`config.mk`:
```
export PLATFORM = sky130hd
export DESIGN_NAME = ariane_irq_gateway
export DESIGN_NICKNAME = d
export VERILOG_FILES = /design/src/rtl/ariane_irq_gateway_pkg.sv /design/src/rtl/ariane_irq_gateway_chan.sv /design/src/rtl/ariane_irq_gateway.sv
export SDC_FILE = /design/constraint.sdc
export NUM_CORES = 1
export LEC_CHECK = 0
export BUFFER_PORTS_ARGS = -buffer_cell sky130_fd_sc_hd__buf_2
export CAP_MARGIN = 10
export CORE_UTILIZATION = 53
export DETAILED_ROUTE_END_ITERATION = 10
export PLACE_DENSITY = 0.79
export REMOVE_ABC_BUFFERS = 1
export SLEW_MARGIN = 30
export SYNTH_ARGS = -nofsm -noshare
export SYNTH_HDL_FRONTEND = slang
export SYNTH_SLANG_ARGS = --single-unit
```
`constraint.sdc`:
```
create_clock -name aclk -period 1.5 [get_ports aclk]
set_input_delay 0.3 -clock aclk [delete_from_list [all_inputs] [get_ports aclk]]
set_output_delay 0.3 -clock aclk [all_outputs]
set_load 0.02 [all_outputs]
```
`src/rtl/ariane_irq_gateway_pkg.sv`:
```
// rtl/ariane_irq_gateway_pkg.sv - shared types and helpers for the interrupt gateway
package ariane_irq_gateway_pkg;

   typedef enum logic [1:0] {
      IDLE   = 2'd0,
      ACTIVE = 2'd1,
      GAP    = 2'd2
   } gw_state_e;

   localparam logic [63:0] DEFAULT_EDGE_MASK   = 64'd0;
   localparam logic [63:0] DEFAULT_INVERT_MASK = 64'd0;

   function automatic int id_width(input int n);
      return (n <= 1) ? 1 : $clog2(n);
   endfunction

endpackage

```
`src/rtl/ariane_irq_gateway_chan.sv`:
```
// rtl/ariane_irq_gateway_chan.sv - one interrupt source: sync, edge detect, request FSM, edge queue
module ariane_irq_gateway_chan
   import ariane_irq_gateway_pkg::*;
#(
   parameter bit EDGE        = 1'b0,
   parameter bit INVERT      = 1'b0,
   parameter int SYNC_STAGES = 2,
   parameter int CNT_WIDTH   = 3
) (
   input  logic aclk,
   input  logic areset,
   input  logic src_i,
   input  logic complete_i,
   input  logic overflow_clr_i,
   output logic irq_o,
   output logic overflow_o
);

   localparam logic [CNT_WIDTH-1:0] CNT_MAX = '1;

   logic [SYNC_STAGES-1:0] sync_q;
   logic                   q;
   logic                   q_prev;
   logic                   edge_det;
   gw_state_e              state_q, state_d;
   logic [CNT_WIDTH-1:0]   cnt_q, cnt_d;
   logic                   ovf_d;
   logic                   inc, dec;

   always_ff @(posedge aclk or posedge areset) begin
      if (areset) begin
         sync_q <= '0;
         q_prev <= 1'b0;
      end else begin
         sync_q <= {sync_q[SYNC_STAGES-2:0], src_i ^ INVERT};
         q_prev <= q;
      end
   end

   assign q        = sync_q[SYNC_STAGES-1];
   assign edge_det = EDGE & q & ~q_prev;

   // GAP re-arms directly from queued work so back-to-back requests see one low cycle
   always_comb begin
      state_d = state_q;
      cnt_d   = cnt_q;
      ovf_d   = overflow_o & ~overflow_clr_i;
      dec     = 1'b0;
      inc     = EDGE && edge_det && (state_q != IDLE);
      unique case (state_q)
         IDLE: begin
            if (EDGE) begin
               if (edge_det) begin
                  state_d = ACTIVE;
               end else if (cnt_q != '0) begin
                  state_d = ACTIVE;
                  dec     = 1'b1;
               end
            end else if (q) begin
               state_d = ACTIVE;
            end
         end
         ACTIVE: begin
            if (complete_i) state_d = GAP;
         end
         GAP: begin
            state_d = IDLE;
            if (EDGE) begin
               if (cnt_q != '0) begin
                  state_d = ACTIVE;
                  dec     = 1'b1;
               end
            end else if (q) begin
               state_d = ACTIVE;
            end
         end
         default: state_d = IDLE;
      endcase
      if (inc && !dec) begin
         if (cnt_q == CNT_MAX) ovf_d = 1'b1;
         else                  cnt_d = cnt_q + CNT_WIDTH'(1);
      end else if (dec && !inc) begin
         cnt_d = cnt_q - CNT_WIDTH'(1);
      end
   end

   always_ff @(posedge aclk or posedge areset) begin
      if (areset) begin
         state_q    <= IDLE;
         cnt_q      <= '0;
         irq_o      <= 1'b0;
         overflow_o <= 1'b0;
      end else begin
         state_q    <= state_d;
         cnt_q      <= cnt_d;
         irq_o      <= (state_d == ACTIVE);
         overflow_o <= ovf_d;
      end
   end

endmodule

```
`src/rtl/ariane_irq_gateway.sv`:
```
// rtl/ariane_irq_gateway.sv - N-channel interrupt gateway in front of the PLIC
module ariane_irq_gateway
   import ariane_irq_gateway_pkg::*;
#(
   parameter int                  NUM_IRQS    = 4,
   parameter int                  SYNC_STAGES = 2,
   parameter logic [NUM_IRQS-1:0] EDGE_MASK   = DEFAULT_EDGE_MASK[NUM_IRQS-1:0],
   parameter logic [NUM_IRQS-1:0] INVERT_MASK = DEFAULT_INVERT_MASK[NUM_IRQS-1:0],
   parameter int                  CNT_WIDTH   = 3,
   localparam int                 ID_W        = id_width(NUM_IRQS)
) (
   input  logic                aclk,
   input  logic                areset,
   input  logic [NUM_IRQS-1:0] irq_src_i,
   output logic [NUM_IRQS-1:0] irq_o,
   input  logic                complete_valid_i,
   input  logic [ID_W-1:0]     complete_id_i,
   input  logic [NUM_IRQS-1:0] overflow_clr_i,
   output logic [NUM_IRQS-1:0] overflow_o
);

   logic [NUM_IRQS-1:0] complete_vec;

   // ids beyond NUM_IRQS-1 match no channel and are silently dropped
   for (genvar i = 0; i < NUM_IRQS; i++) begin : g_chan
      assign complete_vec[i] = complete_valid_i && (complete_id_i == ID_W'(i));

      ariane_irq_gateway_chan #(
         .EDGE        (EDGE_MASK[i]),
         .INVERT      (INVERT_MASK[i]),
         .SYNC_STAGES (SYNC_STAGES),
         .CNT_WIDTH   (CNT_WIDTH)
      ) u_chan (
         .aclk           (aclk),
         .areset         (areset),
         .src_i          (irq_src_i[i]),
         .complete_i     (complete_vec[i]),
         .overflow_clr_i (overflow_clr_i[i]),
         .irq_o          (irq_o[i]),
         .overflow_o     (overflow_o[i])
      );
   end

endmodule
```
# --- After elaboration in Yosys (flattened, before gate mapping) ---
# Index checks and enable logic that the tools add are counted.
op_classes:
  eq_ne: 15
  mux: 16
  n_bitwise: 8
  n_reduce_logical: 9
op_table:
  columns: ["cell", "n"]
  rows:
  - ["$pmux W2 S3", 4]
  - ["$eq A2 B1 Y1 const B", 9]
  - ["$mux W2", 8]
  - ["$eq A2 B2 Y1 const B", 6]
  - ["$logic_not A2 Y1", 5]
  - ["$and A1 B1 Y1", 4]
  - ["$logic_and A1 B1 Y1", 4]
  - ["$mux W1", 4]
  - ["$not A1 Y1", 4]
word_totals:
  reg_bits: 24
  output_inout_bits: 8
  elab_cells: 64

# --- Depth between registers and ports, before layout ---
# Gate-level depths: netlist of run 1.
logic_depth:
  ltp_word: 5
  ltp_mapped: 2

# --- Modules after synthesis ---
# Synthesis of run 1 repeated with hierarchy kept, for this count alone.
unflattened:
  hier_cells: 52
  area_unflattened_um2: 823.3
modules_own_cells:
  columns: ["module", "n_inst", "cells_per_inst", "area_per_inst_um2", "seq_area_each_um2"]
  rows:
  - ["ariane_irq_gateway_chan", 4, 12, 196.4, 150.1]
  - ["ariane_irq_gateway", 1, 4, 37.5, 0.0]

# --- Worst setup path before layout of run 1 ---
# No wires, ideal clock.
synth_timing:
  kind: "register to output"
  start: "register g_chan[0].u_chan.overflow_o"
  end: "output port overflow_o[0]"
  arrival_ns: 0.495
  t_required_ns: 1.200
  slack_ns: 0.705
  stages_incl_launch_ff: 2
  path_buffers: 1
  cell_sequence: "dfrtp_1 > buf_4"
synth_lines:
  columns: ["item", "line", "rtl"]
  rows:
  - ["from (decl)", "ariane_irq_gateway_chan.sv:16", "output logic overflow_o"]
  - ["from (signal assigned)", "ariane_irq_gateway_chan.sv:97", "overflow_o <= ovf_d;"]
  - ["to (decl)", "ariane_irq_gateway.sv:19", "output logic [NUM_IRQS-1:0] overflow_o"]
# No word-level cell between the ends.

# --- Worst setup path in the final report of run 1 ---
layout_timing:
  start: "register g_chan[0].u_chan.overflow_o"
  end: "output port overflow_o[0]"
# No word-level cell between the ends.

==> summary.md, run 1 <==
| Metric | Value |
|---|---|
| CP max-delay cell | `dfrtp_1` |
| Routed WL per cell | `11.6 um` |
| CTS Buf Count | `3` |
| Area Overhead vs Synth | `12.1%` |
| CP top delay family | `flip-flops` |
| Total core area | `1510 um^2` |
| Violation count after the first detailed-route iteration | `4` |
| Via count | `489` |
| Area of the multi-input gates | `180 um^2` |
| Post-Syn Instances | `61` |
| Vias per inst | `5.20` |
| Clk_lat worst skew | `0.30 ns` |
| Fillers | `118` |
| Worst-Margin Slew | `0.288 ns` |
| Largest net degree at the start of global routing | `25` |
| Non-filler cells in the finished layout | `94` |
| TritonCTS clock tree | `done` |
| Leak | `0.493 nW` |
| P per Cell Area | `1430 nW/um^2` |
| H-Tree Depth | `1` |
| DR pass1 iterations | `4` |
| Die area | `1780 um^2` |
| Clock Tree Root | `clkbuf_4` |
| Maximum fanout along the worst path | `2` |
| Reg2reg setup slack | `0.67 ns` |
| Core Rows | `14` |
| Seq/Total Area, Yosys | `0.702` |
| Worst path required time | `1.20 ns` |
| Remaining global-route overflow | `0` |
| CP bufs+invs | `1` |
| Crit Path Class | `reg2out` |
| Post-CTS setup buffers | `0` |
| Synthesized flop and latch total | `24` |
| Period minus WS final | `1.16 ns` |
| I/O pin count | `21` |
| Mean post-synth cell area | `14.0 um^2` |
| Fmax | `0.862 GHz` |
| IO Port Bufs | `20` |
| Commonest non-fill, non-tap cell in the layout | `dfrtp_1` |
| Layout Skew | `0.000563 ns` |
| Die H | `42.2 um` |
| Drc violations | `0` |
| CTS clock-pin slew for the worst setup and hold paths | `0.12 ns` |
| First-pass GRT wire length | `1830 um` |
| Drt total wl | `1090 um` |
| Worst Setup Start Kind | `register` |
| Synth Cell Area | `856 um^2` |
| Slew Limit Fails | `0` |
| Fin. Hold Viols | `0` |
| # setup viols final | `0` |
| Slowest stage delay, CP | `0.40 ns` |
| Post-route antenna net violation count | `0` |
| Max-cap violations | `0` |
| Antenna violations before repair | `0` |
| Seq. cell area | `601 um^2` |
| HPWL after DPL | `814 um` |
| Die X | `42.2 um` |
| GRT Util Overall | `0.144` |
| Initial Util | `0.568` |
| ANT cells | `0` |
| Critical Path Sink Type | `output port` |
| Ys Warns | `0` |
| # resized after CTS | `0` |
| GPL Wtd Cong | `0.737` |
| Max-slew headroom | `0.808` |
| RSZ-0062 raised after global routing | `no` |
| Highest-count cells in the layout ignoring fill and taps | `dfrtp_1, buf_2, o22ai_1` |
| Hold buffers post-CTS | `0` |
| Clock Tree Buf Depth | `2` |
| Post-Place Cells | `90` |
| Distinct cells, synth | `15` |
| Layout cells sized above 1 | `0.372` |
| CP arrival | `0.86 ns` |
| Critical path cell sequence | `buf_2` |
| Hold Path Class | `in2async` |
| Total Neg Setup Slack | `0 ns` |
| Fin crit share | `0.774` |
| Final #Nets | `92` |
| Clock sink total | `24` |
| Vias in the first global route | `478` |
| IR Drop Worst-Case VDD | `0.000731 V` |
| Status | `finished clean` |
-- layer usage --
layer | GRT usage | share of wire | vias to the layer above | wire length (um)
met5 | 0 | 0 | - | 0
met2 | 0.243 | 0.51 | 20 | 552
met1 | 0.157 | 0.41 | 234 | 448
li1 | - | - | 231 | -
met4 | 0.113 | 0.025 | 0 | 27
met3 | 0.0259 | 0.053 | 4 | 58
-- power by group --
group	leakage [nW]	internal [W]	switching, W	total (W)
logic	0.180	0.000102	0.000142	0.000245
registers	0.292	0.000751	0.0000512	0.000802
clock network	0.0210	0.000148	0.000173	0.000321
total	0.493	0.00100	0.000366	0.00137
-- state kept, by name, indices dropped and copies added (netlist names) --
register,flops
g_chan.u_chan.irq_o,4
g_chan.u_chan.overflow_o,4
g_chan.u_chan.sync_q,8
g_chan.u_chan.state_q,8
-- logic make-up (layout without fill, tap and decap cells) --
kind of cell / Yosys count / in the layout / share of synthesized area
compound gates: 7 / 7 / 0.0512
buf+inv: 12 / 29 / 0.0877
flops: 24 / 24 / 0.702
mux: 2 / 2 / 0.0263
simple gates: 16 / 16 / 0.133
-- cells in the mapped netlist (all sizes together) --
library cell | instances | area share
nor3b | 2 | 0.023
a31oi | 1 | 0.0073
nor3 | 1 | 0.0058
nand3 | 1 | 0.0058
nand2 | 1 | 0.0044
mux2 | 2 | 0.026
o22ai | 6 | 0.044
dfrtp | 24 | 0.70
buf | 8 | 0.070
inv | 4 | 0.018
nand2b | 3 | 0.022
and3b | 4 | 0.042
nor2b | 4 | 0.029
-- final timing paths --
path / end / start / cells after the start
max in group asynchronous: g_chan[1].u_chan.sync_q[0] / areset / 3
worst min-delay path: g_chan[0].u_chan.overflow_o / areset / 3
min in group aclk: g_chan[2].u_chan.sync_q[0] / irq_src_i[2] / 1
worst max-delay path: overflow_o[0] / g_chan[0].u_chan.overflow_o / 1
worst min register to register: g_chan[0].u_chan.sync_q[1] / g_chan[0].u_chan.sync_q[0] / 0
worst max register to register: g_chan[3].u_chan.state_q[0] / g_chan[3].u_chan.state_q[0] / 1
-- metrics by stage --
step | total power (W) | hold slack, ns | utilization | setup slack, ns | area (um^2)
6_report | 0.00137 | 0.00616 | 0.637 | 0.340 | 960
5_1_grt | 0.00143 | 0.0306 | 0.637 | 0.304 | 960
4_1_cts | 0.00139 | 0.00947 | 0.637 | 0.317 | 960
3_5_place_dp | 0.00107 | 0.339 | 0.613 | 0.552 | 923
3_3_place_gp | 0.00105 | 0.331 | 0.613 | 0.565 | 923
2_1_floorplan | 0.000975 | 0.315 | - | 0.713 | 796
-- layout make-up --
class | instances | area share
inverters | 4 | 0.0156
well taps | 16 | 0.0209
clock buffers | 4 | 0.0378
repair buffers | 21 | 0.112
multi-input cells | 25 | 0.188
flip-flops and latches | 24 | 0.626
No activity file was read; power rests on OpenSTA's default activity.
==> inputs of run 2 (changes only) <==
- CORE_UTILIZATION: 53 -> 45
- PLACE_DENSITY: 0.79 -> 0.72
- clock period: 1.5 -> 1.05 ns (I/O delays scaled with it)
==> run 2 against run 1 <==
- the run now ends with negative setup slack left
- critical path depth did not move
- total power rose by 50%
- die area rose by 17%
- flip-flop and latch count did not move
- via count rose by 3.1%
- clock power rose by 42%
- routed wire length rose by 0.74%
- clock skew rose by 0.0037 ns
- largest power group unchanged
==> summary.md, run 2 (same netlist as run 1, synthesis figures left out) <==
| Metric | Value |
|---|---|
| GPL Wtd Cong | `0.645` |
| CP max-delay cell | `dfrtp_1` |
| Die area | `2080 um^2` |
| P per Cell Area | `1920 nW/um^2` |
| Critical Path Sink Type | `output port` |
| TritonCTS clock tree | `done` |
| I/O pin count | `21` |
| Leak | `0.526 nW` |
| Die H | `45.6 um` |
| Antenna violations before repair | `0` |
| Via count | `504` |
| Status | `finished, violations left` |
| CTS clock-pin slew for the worst setup and hold paths | `0.12 ns` |
| First-pass GRT wire length | `1830 um` |
| Final #Nets | `97` |
| Core Rows | `15` |
| Highest-count cells in the layout ignoring fill and taps | `dfrtp_1, buf_2, buf_6` |
| Clk_lat worst skew | `0.30 ns` |
| Hold Path Class | `in2reg` |
| Violation count after the first detailed-route iteration | `4` |
| Initial Util | `0.490` |
| Total core area | `1750 um^2` |
| CP top delay family | `flip-flops` |
| Slew Limit Fails | `0` |
| GRT Util Overall | `0.137` |
| Remaining global-route overflow | `0` |
| Reg2reg setup slack | `0.22 ns` |
| Fillers | `141` |
| Post-Place Cells | `99` |
| IR Drop Worst-Case VDD | `0.00126 V` |
| Clock Tree Root | `clkbuf_4` |
| Commonest non-fill, non-tap cell in the layout | `dfrtp_1` |
| Fin crit share | `1.01` |
| Largest net degree at the start of global routing | `25` |
| Worst path required time | `0.84 ns` |
| Non-filler cells in the finished layout | `108` |
| Period minus WS final | `1.07 ns` |
| Post-CTS setup buffers | `0` |
| Maximum fanout along the worst path | `2` |
| DR pass1 iterations | `2` |
| Layout Skew | `0.00422 ns` |
| RSZ-0062 raised after global routing | `yes` |
| Vias per inst | `4.67` |
| Clock sink total | `24` |
| Total Neg Setup Slack | `-0.0502 ns` |
| Die X | `45.6 um` |
| Layout cells sized above 1 | `0.349` |
| CTS Buf Count | `3` |
| Worst R2R End | `g_chan[3].u_chan.state_q[0]` |
| Crit path launch | `g_chan[0].u_chan.overflow_o` |
| Routed WL per cell | `10.1 um` |
| CP bufs+invs | `1` |
| HPWL after DPL | `756 um` |
| IO Port Bufs | `20` |
| Post-route antenna net violation count | `0` |
| Drc violations | `0` |
| Failing checks | `negative setup slack` |
| Pre-CTS WS | `0.202 ns` |
| Worst path depth | `1` |
| Fin. Hold Viols | `0` |
| Fmax | `0.938 GHz` |
| R2r startpoint | `g_chan[3].u_chan.state_q[0]` |
| Max-cap violations | `0` |
| Max-slew headroom | `0.812` |
| Smallest hold slack | `0.0305 ns` |
| Register-to-Register Path Depth | `1` |
| Worst-Margin Slew | `0.282 ns` |
| # setup viols final | `4` |
| ANT cells | `0` |
| Vias in the first global route | `467` |
| Critical path cell sequence | `buf_6` |
| CP arrival | `0.86 ns` |
| Drt total wl | `1090 um` |
| Area Overhead vs Synth | `25.1%` |
| Crit Path Class | `reg2out` |
| Clock Tree Buf Depth | `2` |
| Worst Setup Start Kind | `register` |
| Slowest stage delay, CP | `0.41 ns` |
| Largest regs | `g_chan.u_chan.state_q x8, g_chan.u_chan.sync_q x8` |
| H-Tree Depth | `1` |
| Finished Core Util | `0.614` |
| Crit path to | `overflow_o[0]` |
| Worst setup margin | `-0.0155 ns` |
run 2: stage by stage:
| step | cell area (um^2) | power [W] |
|---|---|---|
| after floorplan | 796 | 0.00139 |
| after global placement | 935 | 0.00151 |
| after detailed placement | 935 | 0.00152 |
| after CTS | 1070 | 0.00208 |
| after global routing | 1070 | 0.00219 |
| final | 1070 | 0.00206 |
run 2: routing by layer:
layer  GRT usage  share of wire  wire length, um  up-vias
met2       0.217           0.48              524       18
met5           0              0                0        -
li1            -              -                -      241
met3      0.0714          0.066               72        5
met4      0.0909          0.031               34        0
met1       0.139           0.42              464      240
run 2: timing repair:
item / in CTS / in global routing
hold endpoints to repair: 28 / 0
setup endpoints to repair: 8 / 8
resized for setup: 16 / 0
hold buffers: 5 / 0
run 2: worst min path at each step:
| stage | end | from | cells past startpoint | slack, ns |
|---|---|---|---|---|
| after floorplan | g_chan[0].u_chan.irq_o | areset | 1 | 0.22 |
| final | g_chan[2].u_chan.overflow_o | overflow_clr_i[2] | 2 | 0.03 |
| after CTS | g_chan[0].u_chan.overflow_o | overflow_clr_i[0] | 2 | 0.02 |
| after global routing | g_chan[2].u_chan.overflow_o | overflow_clr_i[2] | 2 | 0.008 |
| after detailed placement | g_chan[2].u_chan.overflow_o | areset | 3 | 0.27 |
| after global placement | g_chan[2].u_chan.overflow_o | areset | 3 | 0.26 |
run 2: area by class of cell:
cell class	count	area, um^2	area share
Tap cell	25	31.3	0.0292
Multi-Input combinational cell	25	180	0.168
Clock buffer	4	36.3	0.0339
Timing Repair Buffer	26	208	0.194
Inverter	4	15.0	0.0140
Sequential cell	24	601	0.561
run 2: power breakdown:
part           leakage [nW]  internal [W]  switching (W)
Clock                0.0210      0.000212       0.000244
Sequential            0.292       0.00107      0.0000875
Combinational         0.213      0.000231       0.000207
Total                 0.526       0.00152       0.000538
==> inputs of run 3 (changes only) <==
- SKIP_CTS_REPAIR_TIMING: default -> 1
==> run 3 against run 2 <==
- the run still ends with negative setup slack left
- global-route usage is 1.0 points lower
- combinational power hardly changed
- largest power group unchanged
- routed wire length stayed put
- core utilization stayed put
- final cell count stayed put
- clock skew hardly changed
- final area stayed put
- sequential share of layout area stayed put
- highest routed layer unchanged
- hold slack hardly changed
- largest cell class unchanged
==> summary.md, run 3 (same netlist as run 1, synthesis figures left out) <==
| Metric | Value |
|---|---|
| RSZ-0062 raised after global routing | `yes` |
| CTS Buf Count | `3` |
| Fillers | `142` |
| Antenna violations before repair | `0` |
| Total Neg Setup Slack | `-0.0500 ns` |
| Crit path to | `overflow_o[0]` |
| IO Port Bufs | `20` |
| Max-cap violations | `0` |
| Critical path cell sequence | `buf_6` |
| Reg2reg setup slack | `0.22 ns` |
| Worst R2R End | `g_chan[3].u_chan.state_q[0]` |
| Max-slew headroom | `0.812` |
| Clock Tree Root | `clkbuf_4` |
| Largest net degree at the start of global routing | `25` |
| Post-route antenna net violation count | `0` |
| Die area | `2080 um^2` |
| Worst Setup Start Kind | `register` |
| Die X | `45.6 um` |
| Crit path launch | `g_chan[0].u_chan.overflow_o` |
| CTS clock-pin slew for the worst setup and hold paths | `0.12 ns` |
| CP bufs+invs | `1` |
| Largest regs | `g_chan.u_chan.state_q x8, g_chan.u_chan.sync_q x8` |
| Finished Core Util | `0.614` |
| Via count | `504` |
| Period minus WS final | `1.07 ns` |
| First-pass GRT wire length | `1700 um` |
| GRT Util Overall | `0.127` |
| Slew Limit Fails | `0` |
| Total core area | `1750 um^2` |
| Core Rows | `15` |
| CP arrival | `0.86 ns` |
| Violation count after the first detailed-route iteration | `4` |
| Commonest non-fill, non-tap cell in the layout | `dfrtp_1` |
| # setup viols final | `4` |
| Worst path depth | `1` |
| Worst setup margin | `-0.0155 ns` |
| Layout cells sized above 1 | `0.349` |
| Post-Place Cells | `99` |
| Vias in the first global route | `436` |
| Area Overhead vs Synth | `25.1%` |
| Crit Path Class | `reg2out` |
| Register-to-Register Path Depth | `1` |
| Status | `finished, violations left` |
| Drt total wl | `1090 um` |
| Fin. Hold Viols | `0` |
| Layout Skew | `0.00420 ns` |
| CP max-delay cell | `dfrtp_1` |
| DR pass1 iterations | `2` |
| Clk_lat worst skew | `0.30 ns` |
| HPWL after DPL | `756 um` |
| GPL Wtd Cong | `0.645` |
| Vias per inst | `4.67` |
| Routed WL per cell | `10.1 um` |
| R2r startpoint | `g_chan[3].u_chan.state_q[0]` |
| ANT cells | `0` |
| I/O pin count | `21` |
| Non-filler cells in the finished layout | `108` |
| Maximum fanout along the worst path | `2` |
| Remaining global-route overflow | `0` |
| Smallest hold slack | `0.0305 ns` |
| Initial Util | `0.490` |
| Failing checks | `negative setup slack` |
| Worst-Margin Slew | `0.282 ns` |
| Worst path required time | `0.84 ns` |
| Die H | `45.6 um` |
| Pre-CTS WS | `0.202 ns` |
| IR Drop Worst-Case VDD | `0.00126 V` |
| Clock Tree Buf Depth | `2` |
| Drc violations | `0` |
| Leak | `0.526 nW` |
| Fin crit share | `1.01` |
| CP top delay family | `flip-flops` |
| P per Cell Area | `1920 nW/um^2` |
| Final #Nets | `97` |
| H-Tree Depth | `1` |
| Critical Path Sink Type | `output port` |
| Hold Path Class | `in2reg` |
| Highest-count cells in the layout ignoring fill and taps | `dfrtp_1, buf_2, buf_6` |
| Slowest stage delay, CP | `0.41 ns` |
| Clock sink total | `24` |
| Fmax | `0.939 GHz` |
| TritonCTS clock tree | `done` |
run 3: cell counts in the layout (fill, tap and decap cells not counted):
No cell type changed its count.
run 3: power breakdown:
group	leakage, nW	internal, W	switching [W]
combinational	0.213	0.000231	0.000207
clock	0.0210	0.000212	0.000244
sequential	0.292	0.00107	0.0000875
total	0.526	0.00152	0.000538
run 3: cell type report:
type	instances	area, um^2	share of cell area
clock buffers	4	36.3	0.0339
flip-flops and latches	24	601	0.561
repair buffers	26	208	0.194
multi-input cells	25	180	0.168
well taps	25	31.3	0.0292
inverters	4	15.0	0.0140
run 3: layer usage:
layer  GRT usage  wire length (um)  part of all wire  vias up
met1       0.126               464              0.42      240
li1            -                 -                 -      241
met5           0                 0                 0        -
met4      0.0909                34             0.031        0
met2       0.197               523              0.48       18
met3      0.0714                72             0.066        5
run 3: worst min path at each step:
stage	start	to	slack, ns	cells after the start
floorplan	areset	g_chan[0].u_chan.irq_o	0.22	1
global placement	areset	g_chan[2].u_chan.overflow_o	0.26	3
detailed placement	areset	g_chan[2].u_chan.overflow_o	0.27	3
CTS	areset	g_chan[2].u_chan.overflow_o	-0.08	3
global route	overflow_clr_i[2]	g_chan[2].u_chan.overflow_o	0.008	2
finish	overflow_clr_i[2]	g_chan[2].u_chan.overflow_o	0.03	2
run 3: metrics by stage:
stage	power [W]	cell area, um^2
global route	0.00219	1070
detailed placement	0.00152	935
floorplan	0.00139	796
global placement	0.00151	935
CTS	0.00198	971
finish	0.00206	1070
